`config.mk`:
```
export PLATFORM = sky130hd
export DESIGN_NAME = slave_in_port
export DESIGN_NICKNAME = d
export VERILOG_FILES = /design/src/rtl/slave_in_port.sv
export SDC_FILE = /design/constraint.sdc
export NUM_CORES = 1
export LEC_CHECK = 0
export BUFFER_PORTS_ARGS = -buffer_cell sky130_fd_sc_hd__buf_4
export CORE_MARGIN = 2
export CORE_UTILIZATION = 60
export DETAILED_ROUTE_END_ITERATION = 10
export GPL_TIMING_DRIVEN = 0
export HOLD_SLACK_MARGIN = 0.05
export PLACE_DENSITY_LB_ADDON = 0.3
export SYNTH_ARGS = -nofsm -noshare
export SYNTH_HDL_FRONTEND = slang
export SYNTH_SLANG_ARGS = --single-unit
```
`constraint.sdc`:
```
create_clock -name clk -period 2.25 [get_ports clk]
set_clock_uncertainty 0.15 [all_clocks]
set_input_delay 0.675 -clock clk [delete_from_list [all_inputs] [get_ports clk]]
set_output_delay 0.675 -clock clk [all_outputs]
set_load 0.05 [all_outputs]
```
`src/rtl/slave_in_port.sv`:
```
// slave_in_port
//   Slave-side bus receiver that sits directly downstream of the master transmit
//   port. It deserialises the LSB-first slave id, address, burst count and data
//   lanes into parallel words. It issues single-cycle write/read strobes to the
//   local memory, drives slave_ready back to the master, and pulses write_done
//   when a write burst completes.
//
//   Ports
//     clk          in   system clock, rising edge
//     reset        in   asynchronous active-low reset
//     sel_bit      in   serial slave-id bit, qualified by sel_valid
//     sel_valid    in   slave-id bit qualifier
//     addr_bit     in   serial address bit
//     burst_bit    in   serial burst-count bit
//     data_bit     in   serial data bit, qualified by master_valid
//     master_valid in   data_bit qualifier; low in RX_DATA is a stall
//     write_en     in   write command level
//     read_en      in   read command level
//     slave_ready  out  selected and able to accept a command
//     mem_addr     out  local memory address [ADDR_LEN]
//     mem_wdata    out  local memory write data [DATA_LEN]
//     mem_we       out  1-cycle write strobe
//     mem_re       out  1-cycle read strobe
//     write_done   out  1-cycle pulse after the last write beat
//     cmd_err      out  1-cycle pulse on a protocol error
//
//   Build option
//     SLAVE_IN_TIMEOUT_EN : when defined, 32 consecutive stall cycles in RX_DATA
//                           abort the write with cmd_err. The partial word is
//                           dropped and no write_done is issued. When undefined,
//                           RX_DATA waits indefinitely.
//
//   state      | meaning
//   -----------+-----------------------------------------------------------
//   S_IDLE     | waiting for the first slave-id bit
//   S_SELECT   | shifting in the remaining slave-id bits
//   S_WAIT_CMD | selected; waiting for write_en / read_en (timed)
//   S_RX_HDR   | shifting in the address and burst-count lanes
//   S_RD_ISSUE | issue the read strobe and release the bus
//   S_RX_DATA  | shifting in data words, one write strobe per word
//   S_DONE     | pulse write_done and release the bus

module slave_in_port #(
  parameter int SLAVE_LEN   = 2,
  parameter int SLAVE_ID    = 0,
  parameter int ADDR_LEN    = 12,
  parameter int DATA_LEN    = 8,
  parameter int BURST_LEN   = 12,
  parameter int CMD_TIMEOUT = 16
) (
  input  logic                clk,
  input  logic                reset,
  input  logic                sel_bit,
  input  logic                sel_valid,
  input  logic                addr_bit,
  input  logic                burst_bit,
  input  logic                data_bit,
  input  logic                master_valid,
  input  logic                write_en,
  input  logic                read_en,
  output logic                slave_ready,
  output logic [ADDR_LEN-1:0] mem_addr,
  output logic [DATA_LEN-1:0] mem_wdata,
  output logic                mem_we,
  output logic                mem_re,
  output logic                write_done,
  output logic                cmd_err
);

  localparam int HDR_LEN  = (ADDR_LEN > BURST_LEN) ? ADDR_LEN : BURST_LEN;
  localparam int SCNT_W   = (SLAVE_LEN > 1) ? $clog2(SLAVE_LEN) : 1;
  // hcnt must be able to hold ADDR_LEN/BURST_LEN themselves for the lane-enable compares
  localparam int HCNT_W   = $clog2(HDR_LEN + 1);
  localparam int DCNT_W   = (DATA_LEN > 1) ? $clog2(DATA_LEN) : 1;
  localparam int DATA_TMO = 32;
  localparam int TMR_W    = ($clog2(CMD_TIMEOUT) > 5) ? $clog2(CMD_TIMEOUT) : 5;

  localparam logic [SLAVE_LEN-1:0] MY_ID      = SLAVE_LEN'(SLAVE_ID);
  localparam logic [SCNT_W-1:0]    SCNT_LAST  = SCNT_W'(SLAVE_LEN - 1);
  localparam logic [HCNT_W-1:0]    HCNT_LAST  = HCNT_W'(HDR_LEN - 1);
  localparam logic [HCNT_W-1:0]    ADDR_CNT   = HCNT_W'(ADDR_LEN);
  localparam logic [HCNT_W-1:0]    BURST_CNT  = HCNT_W'(BURST_LEN);
  localparam logic [DCNT_W-1:0]    DCNT_LAST  = DCNT_W'(DATA_LEN - 1);
  localparam logic [BURST_LEN-1:0] BEAT_ONE   = BURST_LEN'(1);
  localparam logic [TMR_W-1:0]     TMR_CMD    = TMR_W'(CMD_TIMEOUT - 1);
  localparam logic [TMR_W-1:0]     TMR_DATA   = TMR_W'(DATA_TMO - 1);

  typedef enum logic [2:0] {
    S_IDLE,
    S_SELECT,
    S_WAIT_CMD,
    S_RX_HDR,
    S_RD_ISSUE,
    S_RX_DATA,
    S_DONE
  } state_t;

  state_t state_q, state_d;

  logic [SLAVE_LEN-1:0] id_q;
  logic [SCNT_W-1:0]    scnt_q;
  logic [HCNT_W-1:0]    hcnt_q;
  logic [ADDR_LEN-1:0]  addr_q;
  logic [BURST_LEN-1:0] burst_q;
  logic [BURST_LEN-1:0] beats_q;
  logic [DATA_LEN-1:0]  word_q;
  logic [DCNT_W-1:0]    dcnt_q;
  logic [TMR_W-1:0]     tmr_q;
  logic                 mode_wr_q;

  // Shift-right with the new bit entering at the MSB: after N shifts the first
  // bit received sits at bit 0, so each lane ends up LSB-first as required.
  logic [SLAVE_LEN-1:0] id_d;
  logic [ADDR_LEN-1:0]  addr_d;
  logic [BURST_LEN-1:0] burst_d;
  logic [BURST_LEN-1:0] burst_nx;
  logic [DATA_LEN-1:0]  word_d;

  assign id_d     = {sel_bit, id_q[SLAVE_LEN-1:1]};
  assign addr_d   = {addr_bit, addr_q[ADDR_LEN-1:1]};
  assign burst_d  = {burst_bit, burst_q[BURST_LEN-1:1]};
  assign burst_nx = (hcnt_q < BURST_CNT) ? burst_d : burst_q;
  assign word_d   = {data_bit, word_q[DATA_LEN-1:1]};

  logic sel_shift;
  logic cmd_go;
  logic hdr_end;
  logic word_end;
  logic err_d;
  logic ready_clr;

  always_ff @(posedge clk or negedge reset) begin
    if (!reset) state_q <= S_IDLE;
    else        state_q <= state_d;
  end

  always_comb begin
    state_d   = state_q;
    sel_shift = 1'b0;
    cmd_go    = 1'b0;
    hdr_end   = 1'b0;
    word_end  = 1'b0;
    err_d     = 1'b0;
    ready_clr = 1'b0;
    case (state_q)
      S_IDLE: begin
        if (sel_valid) begin
          sel_shift = 1'b1;
          state_d   = S_SELECT;
        end
      end
      S_SELECT: begin
        if (!sel_valid) begin
          err_d   = 1'b1;
          state_d = S_IDLE;
        end else begin
          sel_shift = 1'b1;
          if (scnt_q == SCNT_LAST)
            state_d = (id_d == MY_ID) ? S_WAIT_CMD : S_IDLE;
        end
      end
      S_WAIT_CMD: begin
        if (write_en && read_en) begin
          err_d     = 1'b1;
          ready_clr = 1'b1;
          state_d   = S_IDLE;
        end else if (write_en || read_en) begin
          cmd_go  = 1'b1;
          state_d = S_RX_HDR;
        end else if (tmr_q == '0) begin
          ready_clr = 1'b1;
          state_d   = S_IDLE;
        end
      end
      S_RX_HDR: begin
        if (hcnt_q == HCNT_LAST) begin
          hdr_end = 1'b1;
          state_d = mode_wr_q ? S_RX_DATA : S_RD_ISSUE;
        end
      end
      S_RD_ISSUE: begin
        ready_clr = 1'b1;
        state_d   = S_IDLE;
      end
      S_RX_DATA: begin
        if (master_valid) begin
          if (dcnt_q == DCNT_LAST) begin
            word_end = 1'b1;
            if (beats_q == BEAT_ONE) state_d = S_DONE;
          end
        end
`ifdef SLAVE_IN_TIMEOUT_EN
        else if (tmr_q == '0) begin
          err_d     = 1'b1;
          ready_clr = 1'b1;
          state_d   = S_IDLE;
        end
`endif
      end
      S_DONE: begin
        ready_clr = 1'b1;
        state_d   = S_IDLE;
      end
      default: state_d = S_IDLE;
    endcase
  end

  always_ff @(posedge clk or negedge reset) begin
    if (!reset) begin
      slave_ready <= 1'b0;
      mem_addr    <= '0;
      mem_wdata   <= '0;
      mem_we      <= 1'b0;
      mem_re      <= 1'b0;
      write_done  <= 1'b0;
      cmd_err     <= 1'b0;
      id_q        <= '0;
      scnt_q      <= '0;
      hcnt_q      <= '0;
      addr_q      <= '0;
      burst_q     <= '0;
      beats_q     <= '0;
      word_q      <= '0;
      dcnt_q      <= '0;
      tmr_q       <= '0;
      mode_wr_q   <= 1'b0;
    end else begin
      mem_we     <= 1'b0;
      mem_re     <= 1'b0;
      write_done <= 1'b0;
      cmd_err    <= err_d;
      if (ready_clr) slave_ready <= 1'b0;

      if (sel_shift) id_q <= id_d;
      scnt_q <= (state_d == S_SELECT) ? scnt_q + 1'b1 : '0;

      case (state_q)
        S_SELECT: begin
          if (state_d == S_WAIT_CMD) begin
            slave_ready <= 1'b1;
            tmr_q       <= TMR_CMD;
          end
        end
        S_WAIT_CMD: begin
          if (cmd_go) begin
            mode_wr_q <= write_en;
            hcnt_q    <= '0;
          end else if (state_d == S_WAIT_CMD) begin
            tmr_q <= tmr_q - 1'b1;
          end
        end
        S_RX_HDR: begin
          if (hcnt_q < ADDR_CNT) addr_q <= addr_d;
          if (hcnt_q < BURST_CNT) burst_q <= burst_d;
          if (hdr_end) begin
            hcnt_q  <= '0;
            dcnt_q  <= '0;
            beats_q <= (burst_nx == '0) ? BEAT_ONE : burst_nx;
            tmr_q   <= TMR_DATA;
          end else begin
            hcnt_q <= hcnt_q + 1'b1;
          end
        end
        S_RD_ISSUE: begin
          mem_addr <= addr_q;
          mem_re   <= 1'b1;
        end
        S_RX_DATA: begin
          if (master_valid) begin
            word_q <= word_d;
            tmr_q  <= TMR_DATA;
            if (word_end) begin
              mem_addr  <= addr_q;
              mem_wdata <= word_d;
              mem_we    <= 1'b1;
              addr_q    <= addr_q + 1'b1;
              beats_q   <= beats_q - 1'b1;
              dcnt_q    <= '0;
            end else begin
              dcnt_q <= dcnt_q + 1'b1;
            end
          end
`ifdef SLAVE_IN_TIMEOUT_EN
          else begin
            tmr_q <= tmr_q - 1'b1;
          end
`endif
        end
        S_DONE: begin
          write_done <= 1'b1;
        end
        default: ;
      endcase
    end
  end

endmodule
```
==> out/results.ini, run 1 <==
[critical_path]
worstPathRequired_ps=2350
crit_type=flop to flop
worstPathArrival_ps=2240
crit_fanout=10
worstSetupEndpointType=flop
start_kind=flop

[yosys]
synth_area_um2=4310
synth_top_area_share_pct=49.4
ys_seq_area_share_pct=49.4
syn_inst=435
ys.flop_type=dfrtp_1
yosysTopAreaCell=dfrtp_1
syn_nets=455
yosysWarnings=0
synth_cell_types=53
synthArstFlopShare_pct=100
yosysMostFrequentCell=dfrtp_1
synth_edf_count=0
synthTopCellsByCount=dfrtp_1, a21oi_1, nand2_1
synth-seq-cells=85
synthTopCellsByArea=dfrtp_1, mux2_2, a21oi_1
avgSynthCellArea_um2=9.91

[clock_network]
cts.htree.levels=3
clk_pin_slew_ps=100
cts_buffers=9
cts-root-buf=clkbuf_8
worstSkewPairLatency_ps=360
clockBufferDepth=2
postCtsHoldBufs=0
cts.sinks=85
cts_tree=done

[die]
ios=35
die_y_um=88.7
die_x_um=88.7
rows=30
start_util_pct=62.7
dieArea_um2=7880
core_um2=6870

[placed_design]
dpl.hpwl_mm=6.51
preCtsSetupSlack_ps=-279
buffer_ports.inserted=33
place_congestion=0.899

[finish]
fillers=514
utilization_pct=71.4
layout.nets=501
seqCellArea_um2=2130
multiInputGateArea_um2=2020
n_antenna_cell=0
syn_to_final_growth_pct=13.9
drive_above_1_share_pct=21.4

[pwr]
power_density_nw_per_um2=1030
vdd_drop_max_mv=0.812
p_leak_nw=2.39
power_w=0.00504

[status]
status=finished, final reports clean

[global_routing]
met3_usage_pct=4.20
use_met1_pct=36.1
grt_pass1_vias=3369
antenna_found_initial=0
grt_max_degree=86
grt_remaining_overflow=0
grt_pass1_wl_mm=15.8
busiest_layer=met2
grt_use_met2_pct=41.0
track_usage_pct=25.8

[route]
ant_nets=0
postRouteWirelength_mm=9.39
drt-initial-drc-count=275
wl_per_cell_um=16.1
firstDrtPassIters=4
drc_errors=0
viasPerCell=6.12
num_vias=3561

[timing]
setup_violations=0
fin_crit_sh_pct=95.2
tightest_slew_ps=1050
holdWs_ps=322
hold_viol=0
max_freq_ghz=0.467
period_minus_slack_ps=2140
relSlewSlack_pct=29.8
layout_setup_ws_ps=109
tns_ps=0
slew_violations=0
rsz0062_at_grt=no

[run]
maxCapViolCount=0

[hold_path]
hold_path_class=input port to async pin

==> path summary, 6_finish.rpt <==
| path | to | slack (ps) | startpoint | depth (start not counted) |
|---|---|---|---|---|
| min reg2reg | scnt_q$_DFF_PN0_ | 330 | scnt_q$_DFF_PN0_ | 1 |
| max reg2reg | beats_q[2]$_DFFE_PN0P_ | 110 | hcnt_q[0]$_DFFE_PN0P_ | 7 |
| max in group asynchronous | addr_q[1]$_DFFE_PN0P_ | 920 | reset | 1 |
| min in group clk | scnt_q$_DFF_PN0_ | 330 | scnt_q$_DFF_PN0_ | 1 |
| min | mem_wdata[3]$_DFFE_PN0P_ | 320 | reset | 1 |
| max | beats_q[2]$_DFFE_PN0P_ | 110 | hcnt_q[0]$_DFFE_PN0P_ | 7 |
==> stage by stage <==
stage,cells,area (um2)
floorplan,435,4310
global placement,564,4680
detailed placement,564,4680
CTS,580,4880
global route,582,4910
finish,582,4910
==> critical path, cell delays in order, from the launching register on <==
cell and delay (ps):
dfrtp_1 440, ha_1 270, and4bb_2 240, a21oi_1 180, a211o_1 220, buf_2 250, nor2_1 80, o22a_1 190
==> registers in the layout, summed over array words and instances (netlist names) <==
signal,cells
write_done,1
beats_q,12
id_q,1
addr_q,12
burst_q,11
state_q,3
mem_wdata,8
mem_re,1
tmr_q,5
hcnt_q,4
mem_addr,12
word_q,7
dcnt_q,3
cmd_err,1
mem_we,1
slave_ready,1
mode_wr_q,1
scnt_q,1
==> cell families after synthesis <==
logic type / after synthesis / synth area share [%]
multiplexers: 41 / 10.4
buffers and inverters: 43 / 4.09
adder cells (fa/ha/maj): 10 / 2.90
AO/OA/AOI/OAI: 122 / 17.7
flip-flops: 85 / 49.4
AND/OR/NAND/NOR: 134 / 15.6
==> report_power, final <==
| part | switching, W | internal (W) | total (W) |
|---|---|---|---|
| combinational | 0.000980 | 0.000680 | 0.00166 |
| clock | 0.000631 | 0.000432 | 0.00106 |
| sequential | 0.000401 | 0.00191 | 0.00231 |
==> placed cells by master (no fill, tap or decap), drive strengths merged, types with 5 or more instances in the layout <==
master  netlist  routed
and3          6       6
nor3          9       9
o21ai        25      25
nor4b         5       5
nand2        38      38
a21oi        45      45
nand3         8       8
nand2b        6       6
o22a          7       7
clkbuf       16      26
nor2         37      37
ha           10      10
inv          18      23
o22ai         8       8
nand4         5       5
mux2i        12      12
mux2         29      29
a31oi         7       7
a22oi         5       5
buf           9      43
dfrtp        85      85
==> what timing repair did <==
item                                    CTS  global route
pin swaps                                 1             1
setup buffers                             0             2
endpoints found under the setup margin   14            26
gates resized for setup                   3            14
==> routing by layer <==
| layer | vias to the layer above | share of wire [%] |
|---|---|---|
| met5 | - | 0 |
| met4 | 0 | 1.9 |
| met3 | 19 | 5.0 |
| met2 | 127 | 48 |
| met1 | 1747 | 45 |
| li1 | 1668 | - |
==> final cells by class <==
| class | count | share of cell area (%) |
|---|---|---|
| Multi-Input combinational cell | 307 | 41.1 |
| Sequential cell | 85 | 43.4 |
| Clock inverter | 7 | 1.35 |
| Timing Repair Buffer | 35 | 5.36 |
| Buffer | 25 | 2.45 |
| Tap cell | 96 | 2.45 |
| Clock buffer | 9 | 2.52 |
| Inverter | 18 | 1.38 |
Power figures use the tool's default switching activity.
==> run 2, diff against run 1 <==
Settings changed: CORE_UTILIZATION 60 to 35.
==> out/results.ini, run 2 (same netlist as run 1, synthesis figures left out) <==
[global_routing]
antenna_found_initial=0  ; unchanged
grt_pass1_vias=3265  ; -3.1%
grt_pass1_wl_mm=16.2  ; +2.5%
grt_max_degree=86  ; unchanged
grt_remaining_overflow=0  ; unchanged
track_usage_pct=15.6  ; -10 points

[critical_path]
r2r_slack_ps=100  ; about the same
path_common_cell=buf_4
worstSetupEndpointType=flop
crit_type=input port to flop
start_kind=input port
crit_fanout=4  ; -6
crit_path_max_incr_delay_ps=410  ; -30 ps
worstPathRequired_ps=2360  ; about the same
cpMaxStageDelayCell=nor4b_1
worstPathArrival_ps=2280  ; +40 ps
crit_chain=buf_4 > ha_1 > nor4b_1 > a222oi_1 > buf_4 > o211a_1 > a31o_2 > a21oi_1

[finish]
layout.nets=501  ; unchanged
mostFrequentLayoutCell=dfrtp_1
reg_top3=addr_q (12), beats_q (12), mem_addr (12)
final_design_area_no_fill_um2=5100  ; +3.9%
fillers=1155  ; +120%
utilization_pct=42.4  ; -29 points
final_cell_mix=dfrtp_1, a21oi_1, nor2_1, nand2_1, buf_4
syn_to_final_growth_pct=18.3
drive_above_1_share_pct=21.4  ; unchanged
n_antenna_cell=0  ; unchanged

[placed_design]
buffer_ports.inserted=33  ; unchanged
dpl.hpwl_mm=6.88  ; +5.7%
place_congestion=0.880  ; -2.2%
preCtsSetupSlack_ps=-338  ; -59.1 ps
placed_area_um2=4740  ; +1.4%

[clock_network]
clk_pin_slew_ps=60  ; -40 ps
cts.htree.levels=3  ; unchanged
worstSkewPairLatency_ps=340  ; -20 ps
cts-root-buf=clkbuf_16
cts.sinks=85  ; unchanged
cts_tree=done
clockBufferDepth=2  ; unchanged
postCtsHoldBufs=0  ; unchanged
cts_buffers=9  ; unchanged

[status]
status=finished, final reports clean

[die]
die_y_um=115  ; +30%
die_x_um=115  ; +30%
core_um2=12000  ; +75%
start_util_pct=35.9  ; -27 points
ios=35  ; unchanged
dieArea_um2=13200  ; +68%
rows=40  ; +33%

[timing]
layout_setup_ws_ps=70.6  ; -38.2 ps
max_freq_ghz=0.459  ; -1.8%
rsz0062_at_grt=no
hold_viol=0  ; unchanged
relSlewSlack_pct=27.5  ; -2.3 points
fin_crit_sh_pct=96.9  ; +1.7 points
slew_violations=0  ; unchanged
setup_violations=0  ; unchanged
period_minus_slack_ps=2180  ; +38.2 ps
tightest_slew_ps=1090  ; +34.7 ps

[route]
firstDrtPassIters=5  ; +1
postRouteWirelength_mm=9.99  ; +6.4%
ant_nets=0  ; unchanged
viasPerCell=5.45  ; -11%
drc_errors=0  ; unchanged
num_vias=3448  ; -3.2%
wl_per_cell_um=15.8  ; -2.2%
drt-initial-drc-count=263  ; -4.4%

[pwr]
internal-power_w=0.00352  ; +16%
p_sw_share_pct=36.0  ; -3.9 points
vdd_drop_max_mv=0.595  ; -27%
power_w=0.00550  ; +9.1%
p_leak_nw=2.44  ; +2.2%
p_clk_share_pct=27.8  ; +6.7 points
seqPwrFrac_pct=42.2  ; -3.7 points
comb_power_share_pct=30.0  ; -3.0 points
power_density_nw_per_um2=1080  ; +5.0%
switchingPower_w=0.00198  ; -1.5%

[hold_path]
hold_path_class=flop to flop

[run]
maxCapViolCount=0  ; unchanged

run 2: cell count changes in the layout (fill, tap and decap cells not counted), sizes merged:
cell | previous run | this run
buf | 43 | 41
bufinv | 0 | 1
inv | 23 | 18
clkbuf | 26 | 30
clkinv | 0 | 2
run 2: power by group through the flow:
stage | Clock, W | Combinational [W] | Sequential [W]
floorplan | 0 | 0.00104 | 0.00240
global placement | 0 | 0.00157 | 0.00232
detailed placement | 0 | 0.00161 | 0.00233
CTS | 0.00158 | 0.00162 | 0.00231
global route | 0.00162 | 0.00183 | 0.00239
finish | 0.00153 | 0.00165 | 0.00232
run 2: final timing paths:
kind	start	depth (start not counted)	endpoint
setup / recovery	write_en	8	tmr_q[3]$_DFFE_PN0P_
setup reg to reg	dcnt_q[0]$_DFFE_PN0P_	7	addr_q[9]$_DFFE_PN0P_
min in group asynchronous	reset	1	burst_q[1]$_DFFE_PN0P_
max in group asynchronous	reset	1	tmr_q[0]$_DFFE_PN0P_
hold / removal	id_q[1]$_DFFE_PN0P_	2	id_q[1]$_DFFE_PN0P_
hold reg to reg	id_q[1]$_DFFE_PN0P_	2	id_q[1]$_DFFE_PN0P_
run 2: metal layers:
metal	GRT usage (%)	wire, um	vias up
li1	-	-	1667
met1	20.5	4620	1684
met2	25.3	4760	86
met3	3.69	455	11
met4	5.38	160	0
met5	0	0	-
run 2: timing repair:
item                                    in CTS  in global routing
hold endpoints to repair                     0                  0
endpoints found under the setup margin      11                 38
pin swaps                                    1                  1
buffers inserted                             0                  2
gates resized for setup                      2                 14
run 2: final cells by class:
cell class | instances | area (um2) | area share, %
plain buffers | 25 | 121 | 2.38
clock buffers | 11 | 253 | 4.96
clock inverters | 5 | 58.8 | 1.15
inverters | 18 | 67.6 | 1.33
multi-input cells | 307 | 2020 | 39.7
flip-flops and latches | 85 | 2130 | 41.7
well taps | 147 | 184 | 3.61
repair buffers | 35 | 263 | 5.15
run 2: worst max-delay path: cells and delay by family:
family / cells / cell delay (ps)
AOI/OAI and AO/OA: 4 / 660
buffers and inverters: 2 / 300
and+or+nand+nor: 1 / 410
adders and majority gates: 1 / 230
run 2: metrics by stage:
stage / setup TNS (ps) / instances / hold slack, ps
floorplan: 0 / 435 / 229
global placement: -3370 / 615 / 309
detailed placement: -4090 / 615 / 313
CTS: 0 / 631 / 328
global route: 0 / 633 / 361
finish: 0 / 633 / 330
==> run 3, diff against run 2 <==
--- a/config.mk
+++ b/config.mk
@@ -8,2 +8,3 @@
 export BUFFER_PORTS_ARGS = -buffer_cell sky130_fd_sc_hd__buf_4
+export CORE_ASPECT_RATIO = 0.7
 export CORE_MARGIN = 2
--- a/constraint.sdc
+++ b/constraint.sdc
@@ -4,2 +4,2 @@
 set_output_delay 0.675 -clock clk [all_outputs]
-set_load 0.05 [all_outputs]
+set_load 0.01 [all_outputs]
==> out/results.ini, run 3 (same netlist as run 1, synthesis figures left out) <==
[pwr]
comb_power_share_pct=27.8  ; -2.2 points
vdd_drop_max_mv=0.440  ; -26%
p_clk_share_pct=29.5  ; +1.7 points
power_density_nw_per_um2=1060  ; -2.0%
p_sw_share_pct=33.5  ; -2.6 points
power_w=0.00542  ; -1.5%
seqPwrFrac_pct=42.7  ; +0.5 points
p_leak_nw=2.46  ; +0.55%
switchingPower_w=0.00181  ; -8.5%
internal-power_w=0.00360  ; +2.5%

[die]
core_um2=11900  ; -1.3%
ios=35  ; unchanged
dieArea_um2=13200  ; +0.10%
die_y_um=96.8  ; -16%
start_util_pct=36.4  ; +0.49 points
die_x_um=137  ; +19%
rows=33  ; -18%

[finish]
utilization_pct=43.2  ; +0.79 points
mostFrequentLayoutCell=dfrtp_1
reg_top3=addr_q (12), beats_q (12), mem_addr (12)
n_antenna_cell=0  ; unchanged
final_cell_mix=dfrtp_1, a21oi_1, nor2_1, nand2_1, buf_4
layout.nets=502  ; +0.20%
drive_above_1_share_pct=21.2  ; -0.21 points
syn_to_final_growth_pct=18.9

[route]
wl_per_cell_um=15.3  ; -3.2%
firstDrtPassIters=5  ; unchanged
drc_errors=0  ; unchanged
viasPerCell=5.43  ; -0.30%
num_vias=3492  ; +1.3%
postRouteWirelength_mm=9.82  ; -1.6%
drt-initial-drc-count=298  ; +13%
ant_nets=0  ; unchanged

[timing]
tightest_slew_ps=1060  ; -29.6 ps
hold_viol=0  ; unchanged
holdWs_ps=313  ; -17.4 ps
rsz0062_at_grt=yes
slew_violations=0  ; unchanged
period_minus_slack_ps=2160  ; -21.9 ps
max_freq_ghz=0.464  ; +1.0%
relSlewSlack_pct=29.4  ; +2.0 points
setup_violations=0  ; unchanged
fin_crit_sh_pct=95.9  ; -0.97 points

[hold_path]
holdCritStartpoint=scnt_q$_DFF_PN0_
hold_path_class=flop to flop

[critical_path]
cp-startpoint=dcnt_q[0]$_DFFE_PN0P_
start_kind=flop
rr_startpoint=dcnt_q[0]$_DFFE_PN0P_
crit_fanout=10  ; +6
worstPathArrival_ps=2230  ; -50 ps
worstSetupEndpointType=flop
crit_type=flop to flop
worstPathRequired_ps=2320  ; -40 ps

[clock_network]
postCtsHoldBufs=0  ; unchanged
cts-root-buf=clkbuf_16
cts.sinks=85  ; unchanged
cts_tree=done
cts_buffers=9  ; unchanged
cts.htree.levels=3  ; unchanged
worstSkewPairLatency_ps=340  ; about the same
clockBufferDepth=2  ; unchanged
clk_pin_slew_ps=60  ; about the same

[placed_design]
place_congestion=0.855  ; -2.8%
dpl.hpwl_mm=6.95  ; +1.0%
buffer_ports.inserted=33  ; unchanged

[global_routing]
track_usage_pct=15.4  ; -0.14 points
grt_max_degree=86  ; unchanged
antenna_found_initial=0  ; unchanged
grt_pass1_wl_mm=16.3  ; +0.77%
grt_pass1_vias=3266  ; +0.031%
grt_remaining_overflow=0  ; unchanged

[run]
maxCapViolCount=0  ; unchanged

[status]
status=finished, final reports clean

## run 3: worst paths after layout
kind / end / slack, ps / cells past startpoint
setup reg to reg: addr_q[9]$_DFFE_PN0P_ / 90 / 7
hold / removal: scnt_q$_DFF_PN0_ / 310 / 1
max in group asynchronous: beats_q[7]$_DFFE_PN0P_ / 890 / 1
setup / recovery: addr_q[9]$_DFFE_PN0P_ / 90 / 7
hold reg to reg: scnt_q$_DFF_PN0_ / 310 / 1
min in group asynchronous: mem_addr[7]$_DFFE_PN0P_ / 370 / 1
## run 3: cell type report
type,count,area [um2]
multi-input combinational,307,2010
tap,157,196
buffer,25,125
clock inverter,5,83.8
inverter,18,67.6
timing repair buffer,36,270
fill,1149,6730
clock buffer,10,239
sequential,85,2130
## run 3: power by group through the flow
| stage | registers, W | logic (W) | clock network (W) |
|---|---|---|---|
| floorplan | 0.00224 | 0.00104 | 0 |
| global placement | 0.00231 | 0.00142 | 0 |
| detailed placement | 0.00233 | 0.00145 | 0 |
| CTS | 0.00230 | 0.00146 | 0.00164 |
| global route | 0.00238 | 0.00169 | 0.00170 |
| finish | 0.00231 | 0.00151 | 0.00160 |
## run 3: repair_timing
action / in CTS / in global routing
setup buffers: 0 / 3
pin swaps: 1 / 1
hold endpoints to repair: 0 / 0
resized for setup: 3 / 14
setup endpoints to repair: 13 / 27
## run 3: critical path, cell delays in order, from the launching register on
cell	delay [ps]
dfrtp_1	400
ha_1	220
ha_1	220
and2_1	200
a22oi_1	280
buf_4	220
a21oi_1	50
o2bb2a_1	300
## run 3: metal layers
layer  track usage (%)  part of all wire, %  up-vias
met5                 0                    0        -
met3              3.51                  5.2       12
met2              21.9                   43       85
met4              4.09                  1.1        0
li1                  -                    -     1676
met1              23.4                   50     1719
## run 3: metrics by stage
stage	setup WS [ps]	instances	TNS, ps	instance area, um2
finish	92.5	643	0	5120
global route	-13.5	643	-20.0	5120
CTS	17.7	640	0	5080
detailed placement	-309	625	-4030	4750
global placement	-261	625	-3170	4750
floorplan	62.7	435	0	4310
